$ cat src/rtl/key_event_gen_if.sv
// key_event_gen_if: raw key pins in, debounced level and event pulses out
interface key_event_gen_if #(
    parameter int N_KEYS = 4
);
    logic [N_KEYS-1:0] key_n;
    logic [N_KEYS-1:0] key_level;
    logic [N_KEYS-1:0] key_press;
    logic [N_KEYS-1:0] key_release;
    logic [N_KEYS-1:0] key_repeat;
    modport master (output key_n, input key_level, key_press, key_release, key_repeat);
    modport slave (input key_n, output key_level, key_press, key_release, key_repeat);
endinterface

$ cat src/rtl/key_event_gen.sv
// key_event_gen: per-key synchronise, debounce, press/release pulses and auto-repeat
module key_event_gen #(
    parameter int N_KEYS = 4,
    parameter int DEBOUNCE_CYC = 1_000_000,
    parameter int REPEAT_DELAY_CYC = 25_000_000,
    parameter int REPEAT_RATE_CYC = 5_000_000,
    parameter logic [N_KEYS-1:0] REPEAT_MASK = 4'b1100
) (
    input logic clk,
    input logic rstn,
    key_event_gen_if.slave bus
);
    localparam int DW = $clog2(DEBOUNCE_CYC) + 1;
    localparam int RMAX = REPEAT_DELAY_CYC > REPEAT_RATE_CYC ? REPEAT_DELAY_CYC : REPEAT_RATE_CYC;
    localparam int RW = $clog2(RMAX) + 1;
    localparam logic [DW-1:0] D_LAST = DW'(DEBOUNCE_CYC - 1);
    localparam logic [RW-1:0] DELAY_LAST = RW'(REPEAT_DELAY_CYC - 1);
    localparam logic [RW-1:0] RATE_LAST = RW'(REPEAT_RATE_CYC - 1);

    typedef enum logic [1:0] {RELEASED, PRESS_WAIT, PRESSED, RELEASE_WAIT} state_t;

    state_t state [N_KEYS];
    logic [DW-1:0] dcnt [N_KEYS];
    logic [RW-1:0] rcnt [N_KEYS];
    logic [N_KEYS-1:0] sync1, sync2, repeating;
    logic [N_KEYS-1:0] lvl_q, prs_q, rel_q, rep_q;

    // two-flop synchroniser on the inverted pins, 1 = pressed
    always_ff @(posedge clk or negedge rstn) begin
        if (!rstn) begin
            sync1 <= '0;
            sync2 <= '0;
        end else begin
            sync1 <= ~bus.key_n;
            sync2 <= sync1;
        end
    end

    // independent debounce/repeat FSM per key, producing event flags
    always_ff @(posedge clk or negedge rstn) begin
        if (!rstn) begin
            for (int k = 0; k < N_KEYS; k++) begin
                state[k] <= RELEASED;
                dcnt[k] <= '0;
                rcnt[k] <= '0;
            end
            repeating <= '0;
            lvl_q <= '0;
            prs_q <= '0;
            rel_q <= '0;
            rep_q <= '0;
        end else begin
            prs_q <= '0;
            rel_q <= '0;
            rep_q <= '0;
            for (int k = 0; k < N_KEYS; k++) begin
                case (state[k])
                    RELEASED: begin
                        if (sync2[k]) begin
                            state[k] <= PRESS_WAIT;
                            dcnt[k] <= DW'(1);
                        end
                    end
                    PRESS_WAIT: begin
                        if (!sync2[k]) begin
                            state[k] <= RELEASED;
                        end else if (dcnt[k] == D_LAST) begin
                            state[k] <= PRESSED;
                            lvl_q[k] <= 1'b1;
                            prs_q[k] <= 1'b1;
                            rcnt[k] <= '0;
                        end else begin
                            dcnt[k] <= dcnt[k] + DW'(1);
                        end
                    end
                    PRESSED: begin
                        if (!sync2[k]) begin
                            state[k] <= RELEASE_WAIT;
                            dcnt[k] <= DW'(1);
                        end else if (REPEAT_MASK[k]) begin
                            if (rcnt[k] == (repeating[k] ? RATE_LAST : DELAY_LAST)) begin
                                prs_q[k] <= 1'b1;
                                rep_q[k] <= 1'b1;
                                rcnt[k] <= '0;
                                repeating[k] <= 1'b1;
                            end else begin
                                rcnt[k] <= rcnt[k] + RW'(1);
                            end
                        end
                    end
                    RELEASE_WAIT: begin
                        if (sync2[k]) begin
                            state[k] <= PRESSED;
                        end else if (dcnt[k] == D_LAST) begin
                            state[k] <= RELEASED;
                            lvl_q[k] <= 1'b0;
                            rel_q[k] <= 1'b1;
                            repeating[k] <= 1'b0;
                        end else begin
                            dcnt[k] <= dcnt[k] + DW'(1);
                        end
                    end
                    default: state[k] <= RELEASED;
                endcase
            end
        end
    end

    // output register stage so every output comes straight from a flop
    always_ff @(posedge clk or negedge rstn) begin
        if (!rstn) begin
            bus.key_level <= '0;
            bus.key_press <= '0;
            bus.key_release <= '0;
            bus.key_repeat <= '0;
        end else begin
            bus.key_level <= lvl_q;
            bus.key_press <= prs_q;
            bus.key_release <= rel_q;
            bus.key_repeat <= rep_q;
        end
    end
endmodule

$ cat src/flat_wrapper.sv
// flat-port wrapper written by rule: the top's interface ports become plain ports
module key_event_gen_flat 
#(
    parameter int N_KEYS = 4,
    parameter int DEBOUNCE_CYC = 1_000_000,
    parameter int REPEAT_DELAY_CYC = 25_000_000,
    parameter int REPEAT_RATE_CYC = 5_000_000,
    parameter logic [N_KEYS-1:0] REPEAT_MASK = 4'b1100
)
  (clk, rstn, bus_key_n, bus_key_level, bus_key_press, bus_key_release, bus_key_repeat);
  key_event_gen_if #(.N_KEYS(N_KEYS)) bus_i ();
  input logic clk;
  input logic rstn;
  input wire logic [$bits(bus_i.key_n)-1:0] bus_key_n;
  output wire logic [$bits(bus_i.key_level)-1:0] bus_key_level;
  output wire logic [$bits(bus_i.key_press)-1:0] bus_key_press;
  output wire logic [$bits(bus_i.key_release)-1:0] bus_key_release;
  output wire logic [$bits(bus_i.key_repeat)-1:0] bus_key_repeat;
  assign bus_i.key_n = bus_key_n;
  assign bus_key_level = bus_i.key_level;
  assign bus_key_press = bus_i.key_press;
  assign bus_key_release = bus_i.key_release;
  assign bus_key_repeat = bus_i.key_repeat;
  key_event_gen #(.N_KEYS(N_KEYS), .DEBOUNCE_CYC(DEBOUNCE_CYC), .REPEAT_DELAY_CYC(REPEAT_DELAY_CYC), .REPEAT_RATE_CYC(REPEAT_RATE_CYC), .REPEAT_MASK(REPEAT_MASK)) u_core (.clk(clk), .rstn(rstn), .bus(bus_i));
endmodule
$ cat config.mk
export PLATFORM = sky130hd
export DESIGN_NAME = key_event_gen_flat
export DESIGN_NICKNAME = d
export VERILOG_FILES = /design/src/rtl/key_event_gen_if.sv /design/src/rtl/key_event_gen.sv /design/src/flat_wrapper.sv
export SDC_FILE = /design/constraint.sdc
export NUM_CORES = 1
export LEC_CHECK = 0
export CAP_MARGIN = 20
export CORE_ASPECT_RATIO = 0.7
export CORE_MARGIN = 1.5
export CORE_UTILIZATION = 50
export DETAILED_ROUTE_END_ITERATION = 7
export PLACE_DENSITY = 0.66
export SYNTH_ARGS = -nofsm -noshare
export SYNTH_HDL_FRONTEND = slang
export SYNTH_SLANG_ARGS = --single-unit
export TNS_END_PERCENT = 20
$ cat constraint.sdc
create_clock -name clk -period 2.8 [get_ports clk]
set_clock_uncertainty 0.2 [all_clocks]
set_input_delay 0.28 -clock clk [delete_from_list [all_inputs] [get_ports clk]]
set_output_delay 0.28 -clock clk [all_outputs]
set_load 0.05 [all_outputs]
## After elaboration in Yosys (flattened, before gate mapping)

Index checks and enable logic that the tools add are counted.

| storage, ports and cells | value |
|---|---|
| flip-flop bits (word level) | 182 |
| input port bits | 6 |
| output and inout bits | 16 |
| logic and storage cells | 230 |

| cells by class | value |
|---|---|
| add/subtract/negate cells | 6 |
| eq/ne operators | 54 |
| muxes and demuxes | 116 |
| bitwise operators | 1 |
| reduce and logical (&&, ||, !) cells | 28 |

Operator list:

| kind | number |
|---|---|
| 21-bit 2-to-1 mux | 20 |
| 21-bit case mux with 4 select lines | 4 |
| 26-bit 2-to-1 mux | 8 |
| 26-bit case mux with 2 select lines | 2 |
| 21-bit by 1-bit adder with 21-bit output, second input constant | 4 |
| 21-bit by 20-bit == test with 1-bit output, second input constant | 4 |
| 26-bit by 1-bit adder with 26-bit output, second input constant | 2 |
| 26-bit == test | 2 |
| 25-bit 2-to-1 mux | 2 |
| 2-bit 2-to-1 mux | 24 |
| 1-bit 2-to-1 mux | 44 |
| 2-bit by 1-bit inequality test with 1-bit output, second input constant | 20 |
| 4-bit AND reduction | 10 |
| 2-bit case mux with 4 select lines | 4 |
| 5-bit AND reduction | 6 |
| 2-bit == test, second input constant | 8 |
| 2-bit inequality test, second input constant | 8 |
| 1-bit case mux with 2 select lines | 8 |
| 2-bit nonzero test | 8 |
| 3-bit by 1-bit inequality test with 1-bit output, second input constant | 4 |
| 3-bit inequality test, second input constant | 4 |
| 2-bit by 1-bit == test with 1-bit output, second input constant | 4 |
| 2-bit zero test | 4 |
| 4-bit NOT | 1 |

## Depth between registers and ports, before layout

| depth | value |
|---|---|
| depth after elaboration | 5 |
| depth in mapped cells | 9 |
| gate-level depth less buffers | 7 |

## Worst setup path before layout

Ideal clock, no wire load.

| timing | value |
|---|---|
| path type | register to register |
| start point | register u_core.state[2] in the netlist's numbering |
| end point | register u_core.dcnt[40] in the netlist's numbering |
| library setup time | 83 ps |
| arrival | 2101 ps |
| data required time | 2517 ps |
| setup slack | 416 ps |
| stages on the path, launching flop included | 9 |
| buffers on the path | 1 |
| period minus slack after synthesis | 2384 ps |
| cell sequence | dfrtp_1 inv_1 ha_1 buf_4 or3b_1 a211oi_2 nand2_1 or4_1 o21ai_0 |

| between the ends | value |
|---|---|
| word-level cells in the longest chain between the ends | 3 |
| elaborated cells on any way between the ends | 10 |
| those cells by class | eq/ne (7); mux (1); reduce/logical (2) |

RTL lines:

| what | RTL line | source |
|---|---|---|
| start, declared | key_event_gen.sv:22 | `state_t state [N_KEYS];` |
| start signal, assigned by index | key_event_gen.sv:43 | `state[k] <= RELEASED;` |
| start signal, assigned by index | key_event_gen.sv:60 | `state[k] <= PRESS_WAIT;` |
| start signal, assigned by index | key_event_gen.sv:66 | `state[k] <= RELEASED;` |
| 2-bit == test (tied with other cells) | key_event_gen.sv:57 | `case (state[k])` |
| 2-bit inequality test (no source line) or 2-bit by 1-bit inequality test with 1-bit output (tied branches) | - |  |
| 4-bit AND reduction (no source line) | - |  |
| end signal, assigned by index | key_event_gen.sv:73 | `dcnt[k] <= dcnt[k] + DW'(1);` |
| end signal, assigned by index | key_event_gen.sv:100 | `dcnt[k] <= dcnt[k] + DW'(1);` |
| end, declared | key_event_gen.sv:23 | `logic [DW-1:0] dcnt [N_KEYS];` |

Several ways; a longest one is shown, not always the timed one.
A chain may end at the register's enable or synchronous reset.

## Worst setup path after layout

| timing | value |
|---|---|
| start point | register u_core.rcnt[39] in the netlist's numbering |
| end point | register u_core.rcnt[42] in the netlist's numbering |

| between the ends | value |
|---|---|
| word-level cells in the longest chain between the ends | 4 |
| elaborated cells on any way between the ends | 5 |
| those cells by class | add/sub (1); eq/ne (1); mux (3) |

RTL lines:

| what | RTL line | source |
|---|---|---|
| start, declared | key_event_gen.sv:24 | `logic [RW-1:0] rcnt [N_KEYS];` |
| start signal, assigned by index | key_event_gen.sv:87 | `rcnt[k] <= rcnt[k] + RW'(1);` |
| 26-bit by 1-bit adder with 26-bit output or 26-bit == test (tied branches) | key_event_gen.sv:87, key_event_gen.sv:81 |  |
| 26-bit 2-to-1 mux (*) | key_event_gen.sv:81 | `if (rcnt[k] == (repeating[k] ? RATE_LAST : DELAY_LAST)) begin` |
| 26-bit 2-to-1 mux (*) | key_event_gen.sv:77 | `if (!sync2[k]) begin` |
| 26-bit case mux with 2 select lines (*) | key_event_gen.sv:57 |  |

Mark *: on every way between the ends. The rest lies on a longest branch, timed or not. The select of a mux whose other input is x is not followed.

==> flow_summary.ini <==
[outcome]
status = complete, no violations

[finish]
num_antenna_cells = 0
drive_gt1_share_pct = 9.33
area_growth_pct = 12.4
nNetsFinal = 1132
fill_cells = 1799
final_cell_mix = dfrtp_1 (182), nand2_1 (121), nor2_1 (74)
final_common_cell = dfrtp_1

[placement]
gp_congestion = 0.861
portBuffers = 19
pre_cts_slack_ns = 0.253
dpl.hpwl_microns = 15600

[clocking]
numCtsBuffers = 17
hold_buffers = 1
clkTransAtPathRegs_ns = 0.07
cts_tree = done
cts_setup_buffers = 0
clock_sink_count = 182
max-clock-path-buffers = 2
htreeDepth = 4
root_buffer = clkbuf_16
ctsResizeCount = 0
clkLatencyLatePin_ns = 0.44

[synth]
synthFlopType = dfrtp_1
yosysWarnings = 0
synth_cells = 1075
synth_cell_type_count = 83
synth_edf_count = 0
synth_seq_cells = 182
async_flop_share_pct = 100
synth_area_leaders = dfrtp_1 (45%), nand2_1 (4.5%), nand3_1 (3.2%), nor2_1 (2.8%), o31ai_1 (2.7%)
synth.avg_cell_area_sq_um = 9.31
synth_area_leader_cell = dfrtp_1
synth_area_sq_um = 10000
seq_area_frac_synth_pct = 45.5
yosys.area.top_type_share_pct = 45.5

[route]
drtIter0Drc = 777
drt_wl_total_microns = 23200
ant_nets = 0
post_drt_wl_per_cell_microns = 16.6
drcViolationCount = 0
viasPerCell = 6.06
via_count = 8460
first_pass_iters = 5

[setup_path]
arrival_ns = 2.69
worstSetupEndpoint = u_core.rcnt[42]$_DFFE_PN0P_
r2r_slack_ns = 0.22
startpoint = u_core.rcnt[39]$_DFFE_PN0P_
path_max_fanout = 10
setup.worst_path.class = reg -> reg
crit_path_end_kind = register
critPathLaunchType = register
cp.required_ns = 2.92
regToRegEndpoint = u_core.rcnt[42]$_DFFE_PN0P_
reg2reg_depth = 6
reg2reg_from = u_core.rcnt[39]$_DFFE_PN0P_

[min_path]
hp-class = in -> reg

[die]
initial_core_util_pct = 50.8
ios = 22
die_y_microns = 121
core_area_sq_um = 19700
die_area_sq_um = 20900
num_rows = 43
chipWidth_microns = 172

[global_route]
grt-ovfl-total = 0
grt_usage_pct = 23.6
antenna_found_initial = 0
grt_max_degree = 59
grt_pass1_wl_microns = 39600
first_global_vias = 7782

[sta]
slew_headroom_pct = 52.5
hold_viol = 0
worst_pin_slew_ns = 0.694
setup_viol = 0
period_minus_slack_ns = 2.58
grt_setup_unrepaired = false
layout_setup_ws_ns = 0.221
slew_viol_final = 0
max_clock_freq_ghz = 0.388
finalCritPeriodShare_pct = 92.1
tns_ns = 0

[flow_run]
cap_violations = 0

[pwr]
p_per_area_nw_per_um2 = 653
power.leakage_nw = 4.66
ir_worst_vdd_uv = 478
-- per-stage QoR --
stage	util [%]	hold slack, ns	cell area, sq um	power (W)	std cells
detailed placement	54.2	0.0331	10700	0.00505	1362
CTS	57.2	0.106	11300	0.00740	1395
global placement	54.2	0.0319	10700	0.00501	1362
finish	57.2	0.118	11300	0.00735	1395
global route	57.2	0.108	11300	0.00775	1395
floorplan	-	-0.216	10000	0.00432	1076
-- cells by family after synthesis --
kind of cell / Yosys count / synth area share (%)
AOI/OAI and AO/OA: 257 / 17.7
xor gates and xnor gates: 35 / 3.06
adders and majority gates: 14 / 1.75
buffers and inverters: 84 / 4.02
DFF: 182 / 45.5
muxes: 9 / 0.950
other: 1 / 0.0375
and+or+nand+nor: 493 / 27.0
-- layer usage --
| metal | wire length, microns | up-vias | track usage (%) | part of all wire (%) |
|---|---|---|---|---|
| met3 | 1060 | 11 | 4.31 | 4.6 |
| met5 | 0 | - | 0 | 0 |
| met2 | 9450 | 210 | 32.1 | 41 |
| li1 | - | 4133 | - | - |
| met1 | 12500 | 4106 | 37.9 | 54 |
| met4 | 160 | 0 | 5.60 | 0.69 |
-- critical path: stages (launching register included) --
cell	delay, ns
dfrtp_1	0.46
nand2_2	0.11
or4_4	0.52
a2111o_1	0.62
buf_4	0.26
a32oi_1	0.20
o31ai_1	0.09
-- sequential cells by signal, indices dropped and copies added, names as in the netlist, named ones only --
| signal | flops |
|---|---|
| u_core.sync2 | 4 |
| u_core.rep_q | 2 |
| u_core.prs_q | 4 |
| u_core.rel_q | 4 |
| u_core.bus.key_repeat | 2 |
| u_core.bus.key_level | 4 |
| u_core.rcnt | 52 |
| u_core.bus.key_press | 4 |
| u_core.sync1 | 4 |
| u_core.repeating | 2 |
| u_core.lvl_q | 4 |
| u_core.state | 4 |
| u_core.bus.key_release | 4 |
| u_core.dcnt | 84 |
-- final cells by class --
type	count	area, sq um	area share (%)
clock buffer	20	457	4.06
clock inverter	12	108	0.956
inverter	30	113	1.00
multi-input combinational	810	5060	45.0
sequential	182	4550	40.5
tap	270	338	3.00
timing repair buffer	71	624	5.55
-- worst min path at each step --
stage,slack [ns],depth (start not counted),endpoint,startpoint
2_1_floorplan,-0.22,0,asynchronous set/reset pin,rstn
3_3_place_gp,0.03,1,u_core.rcnt[26]$_DFFE_PN0P_,rstn
3_5_place_dp,0.03,1,u_core.dcnt[51]$_DFFE_PN0P_,rstn
4_1_cts,0.11,2,u_core.sync1[0]$_DFF_PN0_,bus_key_n[0]
5_1_grt,0.11,2,u_core.sync1[0]$_DFF_PN0_,bus_key_n[0]
6_report,0.12,2,u_core.sync1[3]$_DFF_PN0_,bus_key_n[3]
-- power by group --
part / leakage [nW] / switching (W) / internal, W
Combinational: 1.91 / 0.00135 / 0.000727
Sequential: 2.48 / 0.000169 / 0.00278
Clock: 0.273 / 0.00111 / 0.00122
Total: 4.66 / 0.00263 / 0.00472
-- cell usage after synthesis (all sizes together), types with 8 or more instances --
master / number
nand2b: 8
inv: 30
or4: 11
o31ai: 36
and4: 21
dfrtp: 182
nor3: 18
and2: 22
nand3: 64
nor4: 20
a32oi: 10
a211oi: 8
nand2: 122
buf: 24
nor4b: 10
a31oi: 17
o22ai: 10
a22oi: 18
xor2: 23
a41oi: 10
o21ai: 52
clkbuf: 30
and3: 31
nor2: 74
or3: 14
xnor2: 12
a21oi: 38
ha: 14
nand4: 34
(Power assumes the default switching activity.)
